[src/rtl/sm_window_mean.sv]
// Window mean of sign-magnitude error samples, emitted in sign-magnitude with a one-cycle valid pulse.
// Optional per-window peak magnitude tracking is enabled by defining PEAK_TRACK_EN.
module sm_window_mean #(
  parameter int WIDTH  = 24,
  parameter int WINDOW = 64
) (
  input  logic                       clk,
  input  logic                       rst,
  input  logic [WIDTH-1:0]           din,
  input  logic                       din_valid,
  input  logic                       clear,
  output logic [WIDTH-1:0]           mean_out,
  output logic                       mean_valid,
  output logic [$clog2(WINDOW)-1:0]  sample_cnt,
  output logic [WIDTH-2:0]           peak_out
);

  localparam int CW = $clog2(WINDOW);
  localparam int AW = WIDTH + CW;

  typedef enum logic [1:0] {ACC, CONV, OUT} state_t;

  state_t               state, state_nxt;
  logic signed [AW-1:0] acc, tot_r, samp_p0;
  logic [CW-1:0]        cnt;
  logic                 win_end_p0;

  // Sign-magnitude to two's complement; negative zero collapses to 0 on its own.
  function automatic logic signed [AW-1:0] conv(input logic [WIDTH-1:0] s);
    logic signed [AW-1:0] m;
    m = $signed({{(CW+1){1'b0}}, s[WIDTH-2:0]});
    return s[WIDTH-1] ? -m : m;
  endfunction

  // |tot| fits in AW-1 bits, so the low AW-1 bits of the negation are exact.
  function automatic logic [WIDTH-1:0] to_sm_mean(input logic signed [AW-1:0] tot);
    logic [AW-2:0]    a;
    logic [WIDTH-2:0] m;
    a = tot[AW-1] ? (~tot[AW-2:0] + 1'b1) : tot[AW-2:0];
    m = (WIDTH-1)'(a >> CW);
    return {tot[AW-1] && (m != '0), m};
  endfunction

  assign samp_p0    = conv(din);
  assign win_end_p0 = din_valid && (cnt == CW'(WINDOW-1));
  assign sample_cnt = cnt;

  always_ff @(posedge clk or posedge rst) begin
    if (rst) state <= ACC;
    else     state <= state_nxt;
  end

  always_comb begin
    state_nxt = state;
    case (state)
      ACC:     if (win_end_p0) state_nxt = CONV;
      CONV:    state_nxt = OUT;
      OUT:     state_nxt = ACC;
      default: state_nxt = ACC;
    endcase
    if (clear) state_nxt = ACC;
  end

  // Stage p0: accumulate; stage p1: tot_r holds the closed window while the next one fills.
  always_ff @(posedge clk or posedge rst) begin
    if (rst) begin
      acc        <= '0;
      cnt        <= '0;
      tot_r      <= '0;
      mean_out   <= '0;
      mean_valid <= 1'b0;
    end else begin
      mean_valid <= 1'b0;
      if (clear) begin
        acc <= '0;
        cnt <= '0;
      end else begin
        if (din_valid) begin
          if (win_end_p0) begin
            tot_r <= acc + samp_p0;
            acc   <= '0;
            cnt   <= '0;
          end else begin
            acc <= acc + samp_p0;
            cnt <= cnt + CW'(1);
          end
        end
        // Stage p2: publish the mean of the window closed two cycles ago.
        if (state == CONV) begin
          mean_out   <= to_sm_mean(tot_r);
          mean_valid <= 1'b1;
        end
      end
    end
  end

`ifdef PEAK_TRACK_EN
  logic [WIDTH-2:0] peak_run, peak_win;

  always_ff @(posedge clk or posedge rst) begin
    if (rst) begin
      peak_run <= '0;
      peak_win <= '0;
      peak_out <= '0;
    end else if (clear) begin
      peak_run <= '0;
    end else begin
      if (din_valid) begin
        if (win_end_p0) begin
          peak_win <= (din[WIDTH-2:0] > peak_run) ? din[WIDTH-2:0] : peak_run;
          peak_run <= '0;
        end else if (din[WIDTH-2:0] > peak_run) begin
          peak_run <= din[WIDTH-2:0];
        end
      end
      if (state == CONV) peak_out <= peak_win;
    end
  end
`else
  assign peak_out = '0;
`endif

endmodule
[config.mk]
export PLATFORM = sky130hd
export DESIGN_NAME = sm_window_mean
export DESIGN_NICKNAME = d
export VERILOG_FILES = /design/src/rtl/sm_window_mean.sv
export SDC_FILE = /design/constraint.sdc
export NUM_CORES = 1
export LEC_CHECK = 0
export ABC_AREA = 1
export ABC_CLOCK_PERIOD_IN_PS = 8550
export BUFFER_PORTS_ARGS = -buffer_cell sky130_fd_sc_hd__buf_2
export CAP_MARGIN = 15
export CORE_MARGIN = 2
export CORE_UTILIZATION = 25
export CTS_CLUSTER_SIZE = 20
export DETAILED_ROUTE_END_ITERATION = 16
export GPL_ROUTABILITY_DRIVEN = 1
export PLACE_DENSITY = 0.46
export SYNTH_ARGS = -nofsm -noshare
export SYNTH_HDL_FRONTEND = slang
export SYNTH_SLANG_ARGS = --single-unit
[constraint.sdc]
create_clock -name clk -period 8.55 [get_ports clk]
set_input_delay 1.71 -clock clk [delete_from_list [all_inputs] [get_ports clk]]
set_output_delay 1.71 -clock clk [all_outputs]
set_load 0.03 [all_outputs]
# Yosys cells after proc, flatten, opt, wreduce, memory -nomap -nowiden
# Cells that the tools add are included.
word_totals:
  register_bits: 93
  latch_bits: 0
  mem_bits_rw: 0
  mem_bits_ro: 0
  input_bits: 28
  out_inout_bits: 54
  word_cells: 35
  mem_count: 0
op_classes:
  addsub: 4
  n_mul: 0
  n_div: 0
  magnitude_cmp: 0
  eq_ne: 3
  shift: 0
  muxes: 13
  bitwise: 2
  reduce_logical: 7
op_table:
  columns: ["cell", "count"]
  rows:
  - ["$mux 30", 4]
  - ["$add 30x30->30", 1]
  - ["$neg 23->30", 1]
  - ["$add 29x1->29 const B", 1]
  - ["$mux 29", 1]
  - ["$not 29->29", 1]
  - ["$reduce_bool 23->1", 1]
  - ["$mux 6", 3]
  - ["$add 6x1->6 const B", 1]
  - ["$eq 6x6->1 const B", 1]
  - ["$mux 2", 2]
  - ["$pmux 2 s2", 1]
  - ["$ne 3x3->1 const B", 1]
  - ["$reduce_and 3->1", 1]
  - ["$eq 2x1->1 const B", 1]
  - ["$logic_and 1x1->1", 2]
  - ["$logic_not 2->1", 1]
  - ["$mux 1", 2]
  - ["$reduce_and 2->1", 1]
  - ["$reduce_bool 2->1", 1]
  - ["$not 1->1", 1]

# Logic depth before layout (Yosys ltp)
# Gate-level depths: netlist (run 1).
depth:
  depth_word: 6
  depth_mapped: 21

# Worst setup path before layout (run 1)
# OpenSTA, ideal clock, no wires.
synth_path:
  path_type: "input to register"
  from: "input port din[1]"
  to: "register tot_r[29]"
  t_arrival_ns: 4.161
  slack_ns: 4.262
  path_stages: 20
  path_buffers: 0
  cell_sequence: "inv_1 > ha_1 > nand2_1 > nor3_2 > nand3_1 > nor2_1 > nand2_1 > o21ai_0 > nand2_1 > xor2_1 > ha_1 > nand2_1 > nor2_1 > inv_1 > nor4_1 > nand3_1 > nand2_1 > nand2_1 > nand3_1 > o21ai_0"
synth_via:
  elab_chain_cells: 3
synth_lines:
  columns: ["element", "line", "rtl"]
  rows:
  - ["start, declared", "9", "input logic [WIDTH-1:0] din,"]
  - ["$neg 23->30", "32", "return s[WIDTH-1] ? -m : m;"]
  - ["$mux 30 *", "32", null]
  - ["$add 30x30->30 *", "80", "tot_r <= acc + samp_p0;"]
  - ["end signal, assigned", "80", null]
  - ["end, declared", "24", "logic signed [AW-1:0] acc, tot_r, samp_p0;"]
# Every way passes the cells marked *; elsewhere a longest branch is shown, timed or not.
# A chain may end at the register's enable or synchronous reset.

# Worst setup path in the final report (run 1)
layout_path:
  from: "input port din[0]"
  to: "register tot_r[27]"
# Same word-level chain as after synthesis.

==> flow_summary.toml, run 1 <==
[outcome]
status = "completed"

[power]
leakage_nw = 3.973
p_int_mw = 0.8669
p_per_area_nw_per_um2 = 183.3
clkPwrFrac_pct = 29.3
p_sw_share_pct = 38.73
seqPwrFrac_pct = 35.4
combPwrFrac_pct = 35.3
switchingPower_mw = 0.5480
ir_worst_vdd_v = 0.0001011
total_power_mw = 1.415

[synth]
yosysMostFrequentCell = "nand2_1"
ys.flop_type = "dfrtp_1"
synth_area_um2 = 6918
yosysWarningCount = 0
synth_top_cells_by_count = "nand2_1 (299), nor2_1 (99), dfrtp_1 (93)"
synth_top_family_by_area = "simple AND/OR/NAND/NOR gates"
synth_edf_count = 0
synthXorXnorAreaFrac_pct = 5.824
syn_inst = 977
yosysTopAreaCell = "dfrtp_1"
synthMuxAreaShare_pct = 0
yosys.area_share.simple_pct = 31.65
synth-seq-cells = 93
ys_seq_area_share_pct = 33.64
postSynthAreaPerCell_um2 = 7.081
synth_compound_area_share_pct = 12.79
netlist.area_leader.share_pct = 33.64
synth_area_leaders = "dfrtp_1 (34%), nand2_1 (16%), ha_1 (6.5%), nor2_1 (5.4%), o21ai_0 (5.0%)"
async_flop_share_pct = 100.0
ys_types = 49
synthAdderAreaFrac_pct = 6.801

[routing]
route.detailed.drc = 0
vias = 6147
drt-total-wl_mm = 19.05
wl_per_cell_um = 13.89
drt_first_pass_iters = 7
ant_nets = 0
drt_iter0_markers = 411
viasPerCell = 4.484

[floorplan]
core_area_um2 = 27030
ioPinCount = 82
start_util_pct = 25.60
dieArea_um2 = 29020
die_width_um = 170.3
die_y_um = 170.3
rows = 60

[setup_path]
cp_cell_sequence = "buf_2, inv_1, ha_1, nand2_1, nor3_2, nand3_1, o21ai_0, nand2_1, xor2_1, ha_1, nand2_1, nor2_1, inv_1, nor2_1, nand4_1, nand3_1, nand2_1, inv_1, o21ai_0, nand3_1, o21ai_0"
cpMostUsedCell = "nand2_1"
cp_data_required_time_ns = 8.77
start_kind = "input pin"
cp_top_family = "simple AND/OR/NAND/NOR gates"
crit_slowest_cell = "ha_1"
end_kind = "register"
crit_cells = 21
path_class = "input pin to register"
worst-r2r-cell-count = 10
critPathBufInv = 4
cp_max_fo = 4
critical-path-max-stage-delay_ns = 0.35
critPathArrivalTime_ns = 4.76

[timing]
maxSlewHeadroom_pct = 41.71
drv_slew = 0
setup_viol = 0
fin_crit_ns = 4.539
fin_crit_sh_pct = 53.08
worstMarginPinSlew_ns = 0.8743
fmaxAchievable_mhz = 220.3
tns_ns = 0
hold_viol_final = 0
hold-worst-slack_ns = 0.4451
grt_setup_unrepaired = "no"
clock_skew_ns = 0.007413
fin_ws_ns = 4.011

[clocking]
post_cts_resized = 0
clockRootBuffer = "clkbuf_16"
htree_levels = 3
ctsHoldBuffers = 0
cts_tree = "built"
cts_buffers = 9
post_cts_buffers = 0
cts.sinks = 93
path_clk_slew_ns = 0.07
cts_buffer_depth = 2
clk_latency_ns = 0.36

[cells_and_area]
fillers = 3013
finish.instance_area_um2 = 7719
synthToLayoutAreaGrowth_pct = 11.58
multiInputGateArea_um2 = 4041
fin_nets = 1092
register_area_um2 = 2327
drive_gt1_share_pct = 10.49
antenna_cells = 0

[hold_path]
hp-class = "register to register"
whs_path_depth = 1

[global_routing]
grt_pass1_vias = 6171
antenna_found_initial = 0
grt.total_usage_pct = 14.03
grt_max_degree = 69
grt_pass1_wl_mm = 32.06
grt.overflow.total = 0

[placed_design]
gp_congestion = 0.9188
port_buffers = 58
place_area_um2 = 7437
dpl_worst_slack_ns = 3.622
dpl.hpwl_mm = 15.19

[flow_run]
maxCapViolations = 0
## through the flow
step | cells | util, %
2_1_floorplan | 999 | -
3_3_place_gp | 1357 | 27.52
3_5_place_dp | 1357 | 27.52
4_1_cts | 1371 | 28.56
5_1_grt | 1371 | 28.56
6_report | 1371 | 28.56
## state kept, by name (all words and copies together), names as in the netlist
signal / flops
sample_cnt: 6
acc: 30
state: 2
tot_r: 30
mean_out: 24
mean_valid: 1
## worst reg2reg max path: cells and delay by family, from the launching register on
kind / cells / cell delay, ns
compound gates: 1 / 0.36
fa+ha+maj: 1 / 0.24
buf+inv: 3 / 0.64
flops: 1 / 0.42
simple gates: 5 / 0.78
## logic make-up after synthesis
family                     Yosys count
xor gates and xnor gates            46
buffers and inverters              131
adders and majority gates           37
other                                1
AOI/OAI and AO/OA                  152
DFF                                 93
and+or+nand+nor                    517
## area by class of cell
| type | instances | share of cell area (%) |
|---|---|---|
| clock inverter | 2 | 0.4539 |
| inverter | 87 | 4.263 |
| tap | 341 | 5.528 |
| clock buffer | 12 | 3.193 |
| timing repair buffer | 61 | 4.053 |
| multi-input combinational | 775 | 52.36 |
| sequential | 93 | 30.15 |
## worst paths after layout
| path | start | to | slack [ns] |
|---|---|---|---|
| max | din[0] | tot_r[27]$_DFFE_PP0P_ | 4.01 |
| min | state[0]$_DFFE_PP0P_ | state[0]$_DFFE_PP0P_ | 0.45 |
| max reg2reg | sample_cnt[0]$_DFFE_PP0P_ | acc[19]$_DFFE_PP0P_ | 6.01 |
| min reg2reg | state[0]$_DFFE_PP0P_ | state[0]$_DFFE_PP0P_ | 0.45 |
| max in group asynchronous | rst | state[1]$_DFFE_PP0P_ | 6.05 |
| min in group asynchronous | rst | mean_out[4]$_DFFE_PP0P_ | 1.32 |
## power groups by stage
stage                     Sequential [mW]  Clock [mW]  Combinational, mW
after detailed placement            0.509           0              0.496
final                               0.501       0.414              0.500
after global placement              0.509           0              0.498
after CTS                           0.501       0.422              0.498
after floorplan                     0.512           0              0.360
after global routing                0.507       0.438              0.567
## per-layer routing
layer  vias up  share of wire [%]  global-route usage, %
li1       3227                  -                      -
met1      2796                 54                  20.39
met2       110                 42                  21.70
met3        14                3.3                  1.721
met4         0                1.3                  4.125
met5         -                  0                      0
## cell usage in the layout, fill, tap and decap left out, types with 14 or more instances in the layout
master,instances
buf_2,58
nor2_1,98
nand3_1,62
conb_1,23
xnor2_1,14
nand2_1,299
ha_1,36
dfrtp_1,93
xor2_1,32
a21oi_1,43
o21ai_0,69
inv_1,83
Note: power is estimated with default switching activity, not from simulation.
==> inputs of run 2 (changes only) <==
--- a/config.mk
+++ b/config.mk
@@ -6,7 +6,7 @@
 export NUM_CORES = 1
 export LEC_CHECK = 0
 export ABC_AREA = 1
-export ABC_CLOCK_PERIOD_IN_PS = 8550
+export ABC_CLOCK_PERIOD_IN_PS = 3800
 export BUFFER_PORTS_ARGS = -buffer_cell sky130_fd_sc_hd__buf_2
 export CAP_MARGIN = 15
 export CORE_MARGIN = 2
@@ -14,7 +14,7 @@
 export CTS_CLUSTER_SIZE = 20
 export DETAILED_ROUTE_END_ITERATION = 16
 export GPL_ROUTABILITY_DRIVEN = 1
-export PLACE_DENSITY = 0.46
+export PLACE_DENSITY = 0.47
 export SYNTH_ARGS = -nofsm -noshare
 export SYNTH_HDL_FRONTEND = slang
 export SYNTH_SLANG_ARGS = --single-unit
==> constraint.sdc (replaced) <==
create_clock -name clk -period 3.8 [get_ports clk]
set_input_delay 0.76 -clock clk [delete_from_list [all_inputs] [get_ports clk]]
set_output_delay 0.76 -clock clk [all_outputs]
set_load 0.03 [all_outputs]
==> flow_summary.toml, run 2 (synthesis gave the netlist of run 1 again) <==
[routing]
drt_first_pass_iters = 5
vias = 6325
drt_iter0_markers = 498
route.detailed.drc = 0
drt-total-wl_mm = 19.57
viasPerCell = 4.531
wl_per_cell_um = 14.02
ant_nets = 0

[clocking]
htree_levels = 3
post_cts_buffers = 0
cts.sinks = 93
cts_tree = "built"
path_clk_slew_ns = 0.08
clk_latency_ns = 0.36
cts_buffer_depth = 2
clockRootBuffer = "clkbuf_16"
cts_buffers = 9

[global_routing]
grtUsageMet1_pct = 20.81
grt.total_usage_pct = 14.23
grt_pass1_wl_mm = 32.53
grt.overflow.total = 0
grt_max_degree = 61
antenna_found_initial = 0
grt_pass1_vias = 6142
use_met2_pct = 21.53
grt_most_used_layer = "met2"
grt_use_met3_pct = 1.767

[setup_path]
worst-r2r-cell-count = 14
critPathArrivalTime_ns = 3.74
start_kind = "input pin"
path_class = "input pin to register"
cp_max_fo = 3
cp_data_required_time_ns = 4.09
end_kind = "register"
reg2reg_slack_ns = 1.17
r2r_start = "acc[0]$_DFFE_PP0P_"
crit_start = "din[0]"

[timing]
clock_skew_ns = 0.008035
drv_slew = 0
fin_crit_ns = 3.453
fin_crit_sh_pct = 90.86
fmaxAchievable_mhz = 289.6
setup_viol = 0
maxSlewHeadroom_pct = 41.03
worstMarginPinSlew_ns = 0.8845
hold-worst-slack_ns = 0.4447
hold_viol_final = 0
grt_setup_unrepaired = "no"

[power]
leakage_nw = 4.095
p_per_area_nw_per_um2 = 407.3
ir_worst_vdd_v = 0.0002113

[floorplan]
core_area_um2 = 27030
die_width_um = 170.3
ioPinCount = 82
dieArea_um2 = 29020
rows = 60
die_y_um = 170.3
start_util_pct = 25.60

[cells_and_area]
fin_nets = 1115
fillers = 3000
drive_gt1_share_pct = 13.27
reg.largest.list = "acc x30, tot_r x30, mean_out x24"
synthToLayoutAreaGrowth_pct = 14.74
antenna_cells = 0
most-common-layout-cells = "nand2_1 (299), nor2_1 (97), dfrtp_1 (93), inv_1 (83), o21ai_0 (66)"
multiInputGateArea_um2 = 4070
register_area_um2 = 2327
stdcell_count = 1396
layout_commonest_cell = "nand2_1"

[placed_design]
dpl.hpwl_mm = 15.38
gp_congestion = 0.9510
port_buffers = 58
placedCellCount = 1380

[outcome]
status = "completed"

[hold_path]
hp-class = "register to register"
worstHoldStart = "state[0]$_DFFE_PP0P_"
whs_path_depth = 1

[flow_run]
maxCapViolations = 0
[run 2: cell types whose count changed in the layout (fill, tap and decap cells not counted), sizes merged]
cell	previous run	this run
buf	61	84
clkbuf	12	10
inv	86	87
clkinvlp	0	1
bufinv	1	0
clkinv	2	5
[run 2: power by group]
part           switching (mW)  internal (mW)
registers              0.0643           1.07
logic                   0.773          0.416
clock network           0.446          0.468
total                    1.28           1.95
[run 2: final timing paths]
check,to
hold / removal,state[0]$_DFFE_PP0P_
setup reg to reg,tot_r[28]$_DFFE_PP0P_
hold reg to reg,state[0]$_DFFE_PP0P_
min in group asynchronous,tot_r[0]$_DFFE_PP0P_
setup / recovery,tot_r[27]$_DFFE_PP0P_
max in group asynchronous,state[1]$_DFFE_PP0P_
[run 2: critical path: stages]
cell,delay (ns)
buf_2,0.11
inv_1,0.06
ha_1,0.17
nand2_1,0.10
nor3_4,0.22
nand3_2,0.12
nor2_1,0.11
nand2_1,0.10
nand2_1,0.09
xor2_1,0.19
ha_1,0.29
a21oi_1,0.25
o21ai_1,0.18
a21oi_1,0.20
nand3_1,0.16
nand2_1,0.15
inv_1,0.05
o21ai_0,0.21
nand3_1,0.13
o21ai_0,0.09
[run 2: timing repair]
| action | in CTS | in global routing |
|---|---|---|
| resized for setup | 0 | 9 |
| setup endpoints to repair | 0 | 8 |
| endpoints found under the hold margin | 0 | 0 |
| hold buffers | 0 | 0 |
[run 2: layer usage]
metal | part of all wire [%] | up-vias
met1 | 52 | 2894
met3 | 4.1 | 20
met4 | 1.8 | 0
met2 | 42 | 138
met5 | 0 | -
li1 | - | 3273
[run 2: stage by stage]
| step | instance area, µm² | worst slack, ns | util [%] | TNS, ns | power [mW] |
|---|---|---|---|---|---|
| after floorplan | 7000 | 0.4620 | - | 0 | 1.962 |
| after global placement | 7622 | -0.1157 | 28.20 | -0.3445 | 2.321 |
| after detailed placement | 7622 | -0.1396 | 28.20 | -0.5552 | 2.318 |
| after CTS | 7909 | 0.2238 | 29.26 | 0 | 3.251 |
| after global routing | 7938 | 0.03298 | 29.37 | 0 | 3.470 |
| final | 7938 | 0.3473 | 29.37 | 0 | 3.233 |
[run 2: cell type report]
class	instances	area share, %
clock buffers	10	3.011
clock inverters	6	0.5990
inverters	87	4.146
multi-input cells	775	51.28
flip-flops and latches	93	29.32
well taps	341	5.375
repair buffers	84	6.274
